**config.mk**
```make
export PLATFORM = sky130hd
export DESIGN_NAME = io_latch_bank
export DESIGN_NICKNAME = d
export VERILOG_FILES = /design/src/rtl/io_latch_pkg.sv /design/src/rtl/io_latch_bank_sync_edge.sv /design/src/rtl/io_latch_bank.sv
export SDC_FILE = /design/constraint.sdc
export NUM_CORES = 1
export LEC_CHECK = 0
export ABC_AREA = 1
export CAP_MARGIN = 30
export CORE_UTILIZATION = 45
export CTS_CLUSTER_SIZE = 14
export DETAILED_ROUTE_END_ITERATION = 12
export PLACE_DENSITY = 0.73
export SLEW_MARGIN = 20
export SYNTH_ARGS = -nofsm -noshare
export SYNTH_HDL_FRONTEND = slang
export SYNTH_HIERARCHICAL = 1
export SYNTH_SLANG_ARGS = --single-unit
```
**constraint.sdc**
```tcl
create_clock -name clk -period 1.9 [get_ports clk]
set_input_delay 0.285 -clock clk [delete_from_list [all_inputs] [get_ports clk]]
set_output_delay 0.285 -clock clk [all_outputs]
set_load 0.01 [all_outputs]
```
**src/rtl/io_latch_pkg.sv**
```systemverilog
// io_latch_pkg: register map helpers and field positions shared by the
// io_latch_bank top and its bench-facing decode logic.
package io_latch_pkg;

   // Kind of register selected by a local bus address
   typedef enum logic [1:0] {
      ACC_NONE   = 2'd0,
      ACC_DATA   = 2'd1,
      ACC_STATUS = 2'd2,
      ACC_CTRL   = 2'd3
   } regKind_t;

   // Channel data registers start at offset 0
   function automatic int dataBase();
      return 0;
   endfunction

   // STATUS sits directly after the last data register
   function automatic int statusAddr(input int channels);
      return channels;
   endfunction

   // CTRL follows STATUS
   function automatic int ctrlAddr(input int channels);
      return channels + 1;
   endfunction

   // STATUS layout: ibf in the low CHANNELS bits, ovr in the next CHANNELS
   function automatic int ibfLsb();
      return 0;
   endfunction

   function automatic int ovrLsb(input int channels);
      return channels;
   endfunction

   // CTRL layout: dir in the low CHANNELS bits, irq_en in the next CHANNELS
   function automatic int dirLsb();
      return 0;
   endfunction

   function automatic int irqEnLsb(input int channels);
      return channels;
   endfunction

   // Both STATUS and CTRL must fit two CHANNELS-wide fields in one data word
   function automatic bit paramsLegal(input int width, input int channels);
      return (channels >= 2) && (2 * channels <= width);
   endfunction

   // Classify a local address into the register it selects
   function automatic regKind_t decodeAddr(input int a, input int channels);
      if (a >= dataBase() && a < dataBase() + channels) return ACC_DATA;
      if (a == statusAddr(channels))                    return ACC_STATUS;
      if (a == ctrlAddr(channels))                      return ACC_CTRL;
      return ACC_NONE;
   endfunction

endpackage

```
**src/rtl/io_latch_bank_sync_edge.sv**
```systemverilog
// sync_edge: two-flop synchroniser for an asynchronous level plus an edge
// flop producing one-cycle rise/fall pulses. After reset the pulses stay
// disarmed until the synchronised input has been seen at its idle level, so
// a strobe held active through reset never produces an edge on release.
module sync_edge #(
   parameter logic IDLE_LEVEL = 1'b0
) (
   input  logic clk,
   input  logic rst_h,
   input  logic i_async,
   output logic o_rise,
   output logic o_fall
);

   logic       r_meta;
   logic       r_sync;
   logic       r_prev;
   logic [1:0] r_live;
   logic       r_armed;

   // Synchronise the input, track its previous value and arm once idle is seen
   always_ff @(posedge clk) begin
      if (rst_h) begin
         r_meta  <= IDLE_LEVEL;
         r_sync  <= IDLE_LEVEL;
         r_prev  <= IDLE_LEVEL;
         r_live  <= 2'b00;
         r_armed <= 1'b0;
      end else begin
         r_meta <= i_async;
         r_sync <= r_meta;
         r_prev <= r_sync;
         r_live <= {r_live[0], 1'b1};
         if (r_live[1] && (r_sync == IDLE_LEVEL)) begin
            r_armed <= 1'b1;
         end
      end
   end

   assign o_rise = r_armed &  r_sync & ~r_prev;
   assign o_fall = r_armed & ~r_sync &  r_prev;

endmodule

```
**src/rtl/io_latch_bank.sv**
```systemverilog
// io_latch_bank: CHANNELS bidirectional latch ports behind a small CPU
// register file. Output channels drive the CPU-written value onto their pins;
// input channels capture their pins on a peripheral strobe and flag it.
module io_latch_bank
   import io_latch_pkg::*;
#(
   parameter int WIDTH    = 8,
   parameter int CHANNELS = 4,
   parameter int AW       = $clog2(CHANNELS) + 1
) (
   input  logic                        clk,
   input  logic                        rst_h,
   input  logic                        cs_l,
   input  logic                        rd_l,
   input  logic                        wr_l,
   input  logic [AW-1:0]               addr,
   input  logic [WIDTH-1:0]            din,
   output logic [WIDTH-1:0]            dout,
   output logic                        dout_oe_l,
   input  logic [CHANNELS*WIDTH-1:0]   pin_in,
   output logic [CHANNELS*WIDTH-1:0]   pin_out,
   output logic [CHANNELS-1:0]         pin_oe_l,
   input  logic [CHANNELS-1:0]         stb_l,
   output logic [CHANNELS-1:0]         ibf,
   output logic                        irq_l
);

   localparam bit PARAMS_OK = paramsLegal(WIDTH, CHANNELS);

   if (!PARAMS_OK) begin : gBadParams
      $error("io_latch_bank: need CHANNELS >= 2 and 2*CHANNELS <= WIDTH");
   end

   logic [CHANNELS-1:0][WIDTH-1:0] r_data;
   logic [CHANNELS-1:0]            r_dir;
   logic [CHANNELS-1:0]            r_irqEn;
   logic [CHANNELS-1:0]            r_ibf;
   logic [CHANNELS-1:0]            r_ovr;
   logic [AW-1:0]                  r_rdAddr;

   logic                w_wrAct;
   logic                w_rdAct;
   logic                w_wrRise;
   logic                w_wrFallUnused;
   logic                w_rdRise;
   logic                w_rdFall;
   logic [CHANNELS-1:0] w_stbFall;
   logic [CHANNELS-1:0] w_stbRiseUnused;

   regKind_t            w_wrKind;
   regKind_t            w_rdKind;
   regKind_t            w_rdEndKind;
   logic                w_ctrlWr;
   logic                w_statusRdEnd;
   logic [CHANNELS-1:0] w_nextDir;
   logic [CHANNELS-1:0] w_dataRdEnd;
   logic [WIDTH-1:0]    w_readMux;

   assign w_wrAct = ~cs_l & ~wr_l;
   assign w_rdAct = ~cs_l & ~rd_l;

   sync_edge #(.IDLE_LEVEL(1'b0)) uWrSync (
      .clk     (clk),
      .rst_h   (rst_h),
      .i_async (w_wrAct),
      .o_rise  (w_wrRise),
      .o_fall  (w_wrFallUnused)
   );

   sync_edge #(.IDLE_LEVEL(1'b0)) uRdSync (
      .clk     (clk),
      .rst_h   (rst_h),
      .i_async (w_rdAct),
      .o_rise  (w_rdRise),
      .o_fall  (w_rdFall)
   );

   for (genvar g = 0; g < CHANNELS; g++) begin : gStb
      sync_edge #(.IDLE_LEVEL(1'b1)) uStbSync (
         .clk     (clk),
         .rst_h   (rst_h),
         .i_async (stb_l[g]),
         .o_rise  (w_stbRiseUnused[g]),
         .o_fall  (w_stbFall[g])
      );
   end

   assign w_wrKind    = decodeAddr(int'(addr), CHANNELS);
   assign w_rdKind    = decodeAddr(int'(addr), CHANNELS);
   assign w_rdEndKind = decodeAddr(int'(r_rdAddr), CHANNELS);

   assign w_ctrlWr      = w_wrRise & (w_wrKind == ACC_CTRL);
   assign w_statusRdEnd = w_rdFall & (w_rdEndKind == ACC_STATUS);

   // A CTRL write takes effect in the same cycle as a strobe, so the capture
   // decision looks at the direction the channel is about to have
   assign w_nextDir = w_ctrlWr ? din[dirLsb() +: CHANNELS] : r_dir;

   // End of a data read on an input channel, per channel, on the latched address
   always_comb begin
      w_dataRdEnd = '0;
      for (int i = 0; i < CHANNELS; i++) begin
         w_dataRdEnd[i] = w_rdFall && (w_rdEndKind == ACC_DATA)
                          && (int'(r_rdAddr) == dataBase() + i) && !r_dir[i];
      end
   end

   // Register file: CPU writes, read side effects, strobe capture and overrun
   always_ff @(posedge clk) begin
      if (rst_h) begin
         r_data   <= '0;
         r_dir    <= '0;
         r_irqEn  <= '0;
         r_ibf    <= '0;
         r_ovr    <= '0;
         r_rdAddr <= '0;
      end else begin
         if (w_rdRise) begin
            r_rdAddr <= addr;
         end
         if (w_ctrlWr) begin
            r_dir   <= din[dirLsb() +: CHANNELS];
            r_irqEn <= din[irqEnLsb(CHANNELS) +: CHANNELS];
         end
         if (w_statusRdEnd) begin
            r_ovr <= '0;
         end
         for (int i = 0; i < CHANNELS; i++) begin
            if (w_wrRise && (w_wrKind == ACC_DATA) &&
                (int'(addr) == dataBase() + i) && r_dir[i]) begin
               r_data[i] <= din;
            end
            if (w_nextDir[i]) begin
               r_ibf[i] <= 1'b0;
               r_ovr[i] <= 1'b0;
            end else if (w_stbFall[i]) begin
               if (r_ibf[i] && !w_dataRdEnd[i]) begin
                  r_ovr[i] <= 1'b1;
               end else begin
                  r_data[i] <= pin_in[i*WIDTH +: WIDTH];
                  r_ibf[i]  <= 1'b1;
               end
            end else if (w_dataRdEnd[i]) begin
               r_ibf[i] <= 1'b0;
            end
         end
      end
   end

   // CPU read mux on the raw address; unselected addresses read zero
   always_comb begin
      w_readMux = '0;
      case (w_rdKind)
         ACC_DATA: begin
            for (int i = 0; i < CHANNELS; i++) begin
               if (int'(addr) == dataBase() + i) begin
                  w_readMux = r_data[i];
               end
            end
         end
         ACC_STATUS: begin
            w_readMux[ibfLsb() +: CHANNELS]         = r_ibf;
            w_readMux[ovrLsb(CHANNELS) +: CHANNELS] = r_ovr;
         end
         ACC_CTRL: begin
            w_readMux[dirLsb() +: CHANNELS]           = r_dir;
            w_readMux[irqEnLsb(CHANNELS) +: CHANNELS] = r_irqEn;
         end
         default: begin
            w_readMux = '0;
         end
      endcase
   end

   assign dout_oe_l = cs_l | rd_l;
   assign dout      = dout_oe_l ? '0 : w_readMux;
   assign pin_out   = r_data;
   assign pin_oe_l  = ~r_dir;
   assign ibf       = r_ibf;
   assign irq_l     = ~|(r_ibf & r_irqEn);

endmodule

```
* Word-level counts from Yosys, hierarchy flattened *
Cells that the tools add are included.

storage, ports and cells
  register bits after elaboration = 87

cells by class
  magnitude comparators = 2
  reduce and logical (&&, ||, !) cells = 52
  muxes and demuxes = 74
  bitwise logic cells = 32
  equal/unequal tests = 19

operators with widths
  operator                                                         number
  8-bit two-way mux                                                21
  1-bit two-way mux                                                38
  1-bit logical AND                                                28
  3-bit == test, second input constant                             8
  2-bit two-way mux                                                12
  8-bit case mux with 3 select lines                               1
  1-bit AND                                                        18
  1-bit NOT                                                        11
  1-bit logical NOT                                                9
  4-bit two-way mux                                                2
  2-bit != test, second input constant                             4
  2-bit AND reduction                                              4
  2-bit nonzero test                                               4
  2-bit OR reduction                                               4
  2-bit == test, second input constant                             3
  3-bit by 2-bit == test with 1-bit output, second input constant  2
  3-bit logical NOT                                                2
  3-bit less-than comparator, second input constant                2
  4-bit AND                                                        1
  2-bit by 1-bit == test with 1-bit output, second input constant  2
  4-bit NOT                                                        1
  4-bit OR reduction                                               1
  1-bit OR                                                         1

* Logic depth before layout (Yosys ltp) *
Gate-level depths: netlist of run 1.

  word-level depth = 17
  gate-level depth with buffers = 12

* Modules after synthesis *
Netlist of run 1, hierarchy kept.

by module, submodules not included
  module                             cells each  times used  area each (um2)  seq. area each (um2)
  io_latch_bank                      535         1           3175.5           1021.0
  sync_edge at gStb[0].uStbSync ...  19          4           177.7            120.1
  sync_edge at uRdSync ...           21          2           190.2            120.1

* Least setup slack after synthesis of run 1 *
No wires, ideal clock.

  path type = register -> register
  start = register uWrSync.r_armed
  end = register r_data (netlist bit pin_out[6])
  slack = 0.261 ns
  data arrival time = 1.526 ns
  library setup time = 0.113 ns
  required time = 1.787 ns
  stages on the path, launching flop included = 13
  cell sequence = dfxtp_1 inv_2 nor3_2 nand2_1 buf_4 inv_2 nand2_2 nand2_1 nand2_1 inv_1 nand2_1 nand2_1 nor2_1

between the ends
  longest elaborated chain between the ends = 9
  elaborated cells between the ends (all ways) = 11
  those cells by class = 5 x mux; 3 x bitwise; 3 x reduce/logical

RTL lines
  what                             RTL line                       text
  start: declaration               io_latch_bank_sync_edge.sv:19  logic r_armed;
  start signal: assignment         io_latch_bank_sync_edge.sv:28  r_armed <= 1'b0;
  start signal: assignment         io_latch_bank_sync_edge.sv:35  r_armed <= 1'b1;
  1-bit AND (*) (2 in series)      io_latch_bank_sync_edge.sv:40  assign o_rise = r_armed & r_sync & ~r_prev;
  via w_wrRise                     io_latch_bank.sv:43            logic w_wrRise;
  1-bit logical AND (2 in series)  io_latch_bank.sv:129           if (w_wrRise && (w_wrKind == ACC_DATA) &&
  1-bit logical AND                io_latch_bank.sv:130           (int'(addr) == dataBase() + i) && r_dir[i]) begin
  8-bit two-way mux                io_latch_bank.sv:129
  8-bit two-way mux                io_latch_bank.sv:137           if (r_ibf[i] && !w_dataRdEnd[i]) begin
  8-bit two-way mux                io_latch_bank.sv:136           end else if (w_stbFall[i]) begin
  8-bit two-way mux (*)            io_latch_bank.sv:133           if (w_nextDir[i]) begin
  end signal: indexed assignment   io_latch_bank.sv:131           r_data[i] <= din;
  end signal: indexed assignment   io_latch_bank.sv:140           r_data[i] <= pin_in[i*WIDTH +: WIDTH];
  end: declaration                 io_latch_bank.sv:34            logic [CHANNELS-1:0][WIDTH-1:0] r_data;

Mark *: on every way through the listed nets, which the timed path passes. The rest lies on a longest branch.
A chain may end at the register's enable or synchronous reset.

* Worst setup path in the final report of run 1 *
  start = input addr[1]
  end = output dout[3]

between the ends
  longest elaborated chain between the ends = 10
  elaborated cells between the ends (all ways) = 27
  those cells by class = 1 x order compare; 8 x eq/ne; 17 x mux; 1 x reduce/logical

RTL lines
  what                                                                       RTL line              text
  start: declaration                                                         io_latch_bank.sv:16   input logic [AW-1:0] addr,
  3-bit == test                                                              io_latch_pkg.sv:55    if (a == ctrlAddr(channels)) return ACC_CTRL;
  1-bit two-way mux (2 in series)                                            io_latch_pkg.sv:55
  1-bit two-way mux                                                          io_latch_pkg.sv:54    if (a == statusAddr(channels)) return ACC_STATUS;
  2-bit two-way mux                                                          io_latch_pkg.sv:56    return ACC_NONE;
  2-bit two-way mux                                                          io_latch_pkg.sv:55
  2-bit two-way mux                                                          io_latch_pkg.sv:54
  2-bit == test or 2-bit by 1-bit == test with 1-bit output (tied branches)  io_latch_bank.sv:153  case (w_rdKind)
  8-bit case mux with 3 select lines (*)                                     io_latch_bank.sv:153
  8-bit two-way mux (*)                                                      io_latch_bank.sv:176  assign dout = dout_oe_l ? '0 : w_readMux;
  end: declaration                                                           io_latch_bank.sv:18   output logic [WIDTH-1:0] dout,

Mark *: on every way between the ends. The rest lies on a longest branch, timed or not. The select of a mux whose other input is x is not followed.

==> results of run 1 <==
worst max-delay path: stages:
cell           delay [ns]
dlygate4sd2_1        0.24
buf_6                0.14
inv_6                0.07
nand3_1              0.07
buf_4                0.17
o22ai_1              0.19
inv_1                0.09
a21oi_2              0.18
buf_2                0.15
how the worst min path moves through the flow:
stage	cells after the start	to	slack, ns	from
floorplan	1	gStb[0].uStbSync/r_live[0]	0.34	rst_h
global placement	1	gStb[3].uStbSync/r_sync	0.39	gStb[3].uStbSync/r_meta
detailed placement	2	uWrSync/r_live[1]	0.39	uWrSync/r_live[0]
CTS	2	uWrSync/r_live[1]	0.41	uWrSync/r_live[0]
global route	2	uWrSync/r_sync	0.42	uWrSync/r_meta
finish	4	r_rdAddr[0]	0.40	addr[0]
state kept, by name (all words and copies together) (netlist names):
signal	flops
uWrSync/r_sync	1
uWrSync/r_meta	1
gStb.uStbSync/r_armed	4
ibf	4
uRdSync/r_armed	1
r_ovr	4
gStb.uStbSync/r_meta	4
gStb.uStbSync/r_sync	4
pin_out	32
uRdSync/r_sync	1
uWrSync/r_live	2
uRdSync/r_prev	1
uRdSync/r_meta	1
gStb.uStbSync/r_prev	4
r_dir	4
uWrSync/r_prev	1
gStb.uStbSync/r_live	8
uRdSync/r_live	2
r_irqEn	4
r_rdAddr	3
uWrSync/r_armed	1
through the flow:
step / cell area, um^2 / TNS [ns] / hold WS (ns) / util [%] / instances
6_report: 5912 / 0 / 0.4022 / 64.59 / 900
5_1_grt: 5912 / -0.006257 / 0.4238 / 64.59 / 900
4_1_cts: 5847 / 0 / 0.4060 / 63.88 / 896
3_5_place_dp: 5588 / -12.50 / 0.3929 / 61.05 / 878
3_3_place_gp: 5588 / -10.28 / 0.3894 / 61.05 / 878
2_1_floorplan: 4229 / 0 / 0.3415 / - / 643
repair_timing:
action | in CTS | in global routing
cloned | 1 | 1
setup endpoints to repair | 10 | 10
resized for setup | 56 | 12
pin swaps | 2 | 7
buffers inserted | 1 | 3
layout make-up:
class | instances | area [um^2] | area share, %
Sequential cell | 87 | 1742 | 29.46
Clock inverter | 7 | 102.6 | 1.735
Multi-Input combinational cell | 436 | 2073 | 35.07
Inverter | 106 | 402.9 | 6.815
Timing Repair Buffer | 144 | 1329 | 22.48
Tap cell | 111 | 138.9 | 2.349
Clock buffer | 9 | 123.9 | 2.095
routing by layer:
metal  part of all wire, %  global-route usage, %  routed length, um  up-vias
met5                     0                      0                  0        -
met4                   3.4                  12.86                420        0
met1                    42                  32.36               5190     1986
met2                    46                  42.87               5744      211
li1                      -                      -                  -     2263
met3                   8.3                  5.248               1028       41
where the power goes:
group          leakage [nW]  switching, mW  total, mW  internal [mW]
Sequential            0.710         0.0311       1.91           1.87
Combinational          1.81          0.228      0.458          0.229
Clock                 0.116          0.738       1.50          0.759
Total                  2.64          0.997       3.86           2.86
placed cells by master, fill, tap and decap left out, drive strengths merged:
| master | n |
|---|---|
| dlygate4sd2 | 3 |
| a31oi | 1 |
| buf | 50 |
| inv | 107 |
| nand2 | 167 |
| bufinv | 2 |
| nor2 | 126 |
| nand4 | 6 |
| dfxtp | 87 |
| nand3b | 5 |
| o21ai | 27 |
| or2 | 12 |
| clkbuf | 12 |
| a221oi | 1 |
| o211ai | 1 |
| o22ai | 9 |
| nand3 | 31 |
| clkdlybuf4s50 | 88 |
| a21oi | 37 |
| clkinv | 4 |
| nor3 | 13 |
==> summary.txt, run 1 <==
Drt
  – Number of iterations in the first detailed-routing pass: 5
  – DR vias/cell: between 5 and 6
  – Post-route ant nets: 0
  – DRC violations left: 0
  – Wirelength per Cell: 13.76 um
  – Drt total wl: ~12000 um
  – Via count: around 4500
  – Initial DRC Count: ~310

Job
  – Number of max-cap violations: 0

Floorplan
  – Die Area: between 9000 and 10000 um^2
  – Row Count: 35
  – # IOs: slightly above 100
  – Chip height: 98.94 um
  – Core footprint: slightly above 9000 um^2
  – Starting Density: 46.21%
  – Die width: just under 100 um

GRT
  – Number of global-route vias before repair: approximately 4200
  – Largest net degree at the start of global routing: 44
  – First-pass GRT wire length: 19930 um
  – Initial antenna violation count: 0
  – Remaining Overflow, GRT: 0
  – GRT Total Usage: between 20% and 30%

Clock tree
  – Hold-fix buffers, CTS: 0
  – Clk sinks: between 80 and 90
  – Reg clk slew, reported paths: 0.09 ns
  – Num CTS Buffers: 9
  – # H-tree levels: 3
  – Max clock buf depth: 2
  – Worst skew pair latency: ~0.38 ns
  – Root buffer cell: clkbuf_8
  – TritonCTS clock tree: done

STA
  – Worst-Margin Slew: roughly 0.55 ns
  – Final Hold Fails: 0
  – Setup violators final: 0
  – Final Max Tran Viols: 0
  – Period Utilization, post-route: between 90% and 100%
  – RSZ-0062 raised after global routing: true
  – Setup Skew: between 0.01 and 0.015 ns
  – Fmax: approximately 0.54 GHz
  – Tmin final: roughly 1.9 ns
  – Final worst slack: between 0.03 and 0.04 ns
  – Slew margin rel.: a little over three fifths

Yosys
  – Synthesized Nets: between 600 and 700
  – Syn Inst Count: around 640
  – Synth Area per Inst: between 6 and 7 um^2
  – Synth Warn #: 6
  – Syn Std Cell Area: approximately 4200 um^2

Layout
  – Fill cell count: ~840
  – NumNets Final: 836
  – Antenna cell count: 0
  – Layout cells sized above 1: 15.34%
  – Layout area overhead: 39.79%

Critical path
  – Worst EP required: approximately 1.6 ns
  – Crit path kind: in -> out
  – Max FO, Critical Path: 8
  – Critical Path End: dout[3]
  – R2r endpoint: pin_out[12]
  – Critical path launch point type: primary input
  – Crit end category: primary output
  – Critical Path Start: addr[1]
  – FF-to-FF Start: uWrSync/r_armed
  – Flop-to-flop setup slack: 0.15 ns
  – CP Data Arrival Time: approximately 1.6 ns
  – R2R depth: 11

Place
  – Port Buf Inserts: between 100 and 150
  – Dpl hpwl: 9318 um
  – Routability Congestion: just over 1
  – Worst slack, placed: -0.7081 ns

Power
  – Pwr Density: approximately 650 nW/um^2
  – Max VDD drop: just under 0.0004 V
  – Leakage: around 2.6 nW
  – Power, Total: 3.860 mW

Min path
  – Hold Crit Class: in -> reg

Run status
  – Status: complete, no violations
No activity file was read; power rests on OpenSTA's default activity.
==> inputs of run 2 (changes only) <==
- MAX_ROUTING_LAYER: not set -> met4
==> run 2 against run 1 <==
Total power fell by 5.8%. Fmax hardly changed. Cell count fell by 0.22%. Largest cell class unchanged.
==> summary.txt, run 2 (synthesis results as in run 1) <==
Floorplan
  – Starting Density: 46.21% (unchanged)
  – # IOs: 102 (unchanged)
  – Die Area: 9789 um^2 (unchanged)
  – Die width: 98.94 um (unchanged)
  – Core footprint: 9153 um^2 (unchanged)
  – Chip height: 98.94 um (unchanged)
  – Row Count: 35 (unchanged)

Power
  – Leakage: 2.604 nW (-1.2%)
  – Switch share: 27.36% (+1.5 points)
  – Max VDD drop: 0.0004592 V (+16%)
  – Internal: 2.642 mW (-7.7%)
  – Seq pwr share: 52.4% (+3.0 points)
  – Clk pwr share: 35.2% (-3.6 points)
  – Total net switching power: 0.9949 mW (-0.22%)
  – Combinational Power Share: 12.3% (+0.4 points)
  – Power, Total: 3.637 mW (-5.8%)
  – Pwr Density: 621.3 nW/um^2 (-4.9%)

Layout
  – Multi-input logic area: 2083 um^2 (+0.48%)
  – Most frequent cells in the layout: nand2_1, nor2_1, inv_1
  – Layout area overhead: 38.43%
  – Layout cells sized above 1: 15.12% (-0.22 points)
  – Storage cell area: 1742 um^2 (unchanged)
  – Commonest non-fill, non-tap cell in the layout: nand2_1
  – NumNets Final: 834 (-0.24%)
  – Fill cell count: 849 (+0.95%)
  – Max FFs per register: 32 (unchanged)
  – Antenna cell count: 0 (unchanged)

Clock tree
  – # H-tree levels: 3 (unchanged)
  – Worst skew pair latency: 0.36 ns (-0.02 ns)
  – Max clock buf depth: 2 (unchanged)
  – Root buffer cell: clkbuf_8
  – Clk sinks: 87 (unchanged)
  – Num CTS Buffers: 9 (unchanged)
  – Reg clk slew, reported paths: 0.10 ns (about the same)
  – TritonCTS clock tree: done

STA
  – Worst-Margin Slew: 0.5396 ns (-0.01081 ns)
  – Slew margin rel.: 63.90% (+0.72 points)
  – RSZ-0062 raised after global routing: true
  – Fmax: 0.5371 GHz (about the same)
  – Final Hold Fails: 0 (unchanged)
  – Final hold slack: 0.3964 ns (-0.005795 ns)
  – Period Utilization, post-route: 98.00% (about the same)
  – Final TNS setup: 0 ns (unchanged)
  – Final Max Tran Viols: 0 (unchanged)
  – Setup Skew: 0.009911 ns (-0.001204 ns)
  – Tmin final: 1.862 ns (+0.001754 ns)
  – Setup violators final: 0 (unchanged)

Critical path
  – R2r endpoint: pin_out[11]
  – R2R depth: 11 (unchanged)
  – Max FO, Critical Path: 6 (-2)
  – Worst EP required: 1.62 ns (about the same)
  – Critical path launch point type: primary input
  – CP Data Arrival Time: 1.58 ns (about the same)
  – FF-to-FF Start: uWrSync/r_armed
  – Crit path kind: in -> out
  – Flop-to-flop setup slack: 0.16 ns (about the same)
  – Crit end category: primary output

Min path
  – Min-Delay Endpoint: gStb[2].uStbSync/r_live[1]
  – Min-delay src: gStb[2].uStbSync/r_live[0]
  – Hold path cells: 2 (-2)
  – Hold Crit Class: reg -> reg

Drt
  – Number of iterations in the first detailed-routing pass: 5 (unchanged)
  – DRC violations left: 0 (unchanged)
  – DR vias/cell: 5.060 (+1.2%)
  – Via count: 4544 (+0.96%)
  – Initial DRC Count: 388 (+24%)
  – Drt total wl: 12460 um (+0.59%)
  – Wirelength per Cell: 13.87 um (+0.81%)
  – Post-route ant nets: 0 (unchanged)

Place
  – Dpl hpwl: 9421 um (+1.1%)
  – Port Buf Inserts: 101 (unchanged)
  – Routability Congestion: 1.038 (+1.5%)

Job
  – Number of max-cap violations: 0 (unchanged)

GRT
  – Largest net degree at the start of global routing: 44 (unchanged)
  – Remaining Overflow, GRT: 0 (unchanged)
  – First-pass GRT wire length: 20370 um (+2.2%)
  – Number of global-route vias before repair: 4365 (+3.2%)
  – GRT Total Usage: 27.29% (+1.3 points)
  – Initial antenna violation count: 0 (unchanged)

Run status
  – Status: complete, no violations
run 2: worst max-delay path by stage:
stage	from	end	slack, ns	cells after the start
2_1_floorplan	uWrSync/r_armed	pin_out[6]	0.28	12
3_3_place_gp	addr[0]	dout[5]	-0.64	10
3_5_place_dp	addr[0]	dout[7]	-0.71	10
4_1_cts	addr[2]	dout[4]	0.03	10
5_1_grt	uRdSync/r_prev	pin_out[4]	0.003	10
6_report	addr[1]	dout[2]	0.04	10
run 2: metal layers:
| layer | share of wire [%] | up-vias | GRT usage, % |
|---|---|---|---|
| li1 | - | 2254 | - |
| met1 | 42 | 2028 | 33.07 |
| met2 | 45 | 213 | 44.49 |
| met3 | 8.3 | 49 | 5.532 |
| met4 | 3.8 | 0 | 10.79 |
| met5 | 0 | - | - |
run 2: worst max-delay path, cell delays in order:
cell           delay [ns]
dlygate4sd2_1        0.24
buf_6                0.13
nand2_2              0.08
nor2_4               0.05
buf_6                0.13
buf_4                0.14
nand2_1              0.10
nand2_1              0.09
a21oi_2              0.17
buf_2                0.16
run 2: final cells by class:
class | count | area share [%]
multi-input combinational | 436 | 35.58
clock buffer | 10 | 2.351
tap | 111 | 2.372
sequential | 87 | 29.75
clock inverter | 6 | 1.069
timing repair buffer | 142 | 22.08
inverter | 106 | 6.796
run 2: power groups by stage:
stage / Sequential, mW / Clock, mW / Combinational (mW)
2_1_floorplan: 1.95 / 0 / 0.176
3_3_place_gp: 1.95 / 0 / 0.419
3_5_place_dp: 1.95 / 0 / 0.428
4_1_cts: 1.91 / 1.31 / 0.442
5_1_grt: 1.91 / 1.38 / 0.489
6_report: 1.91 / 1.28 / 0.449
run 2: what timing repair did:
action	CTS	global route
gates cloned	1	0
buffers inserted	3	0
hold buffers	0	0
resized for setup	59	8
endpoints found under the setup margin	10	14
pin swaps	3	1
run 2: metrics by stage:
| stage | cell area, um^2 | setup slack, ns | utilization (%) | instances |
|---|---|---|---|---|
| 6_report | 5854 | 0.03804 | 63.96 | 898 |
| 5_1_grt | 5854 | 0.002624 | 63.96 | 898 |
| 4_1_cts | 5846 | 0.02837 | 63.87 | 898 |
| 3_5_place_dp | 5588 | -0.7109 | 61.05 | 878 |
| 3_3_place_gp | 5588 | -0.6381 | 61.05 | 878 |
| 2_1_floorplan | 4229 | 0.2830 | - | 643 |
==> inputs of run 3 (changes only) <==
- HOLD_SLACK_MARGIN: not set -> 0.12
==> results of run 3 <==
The final DEF is identical to that of run 2; final timing and power are the same.
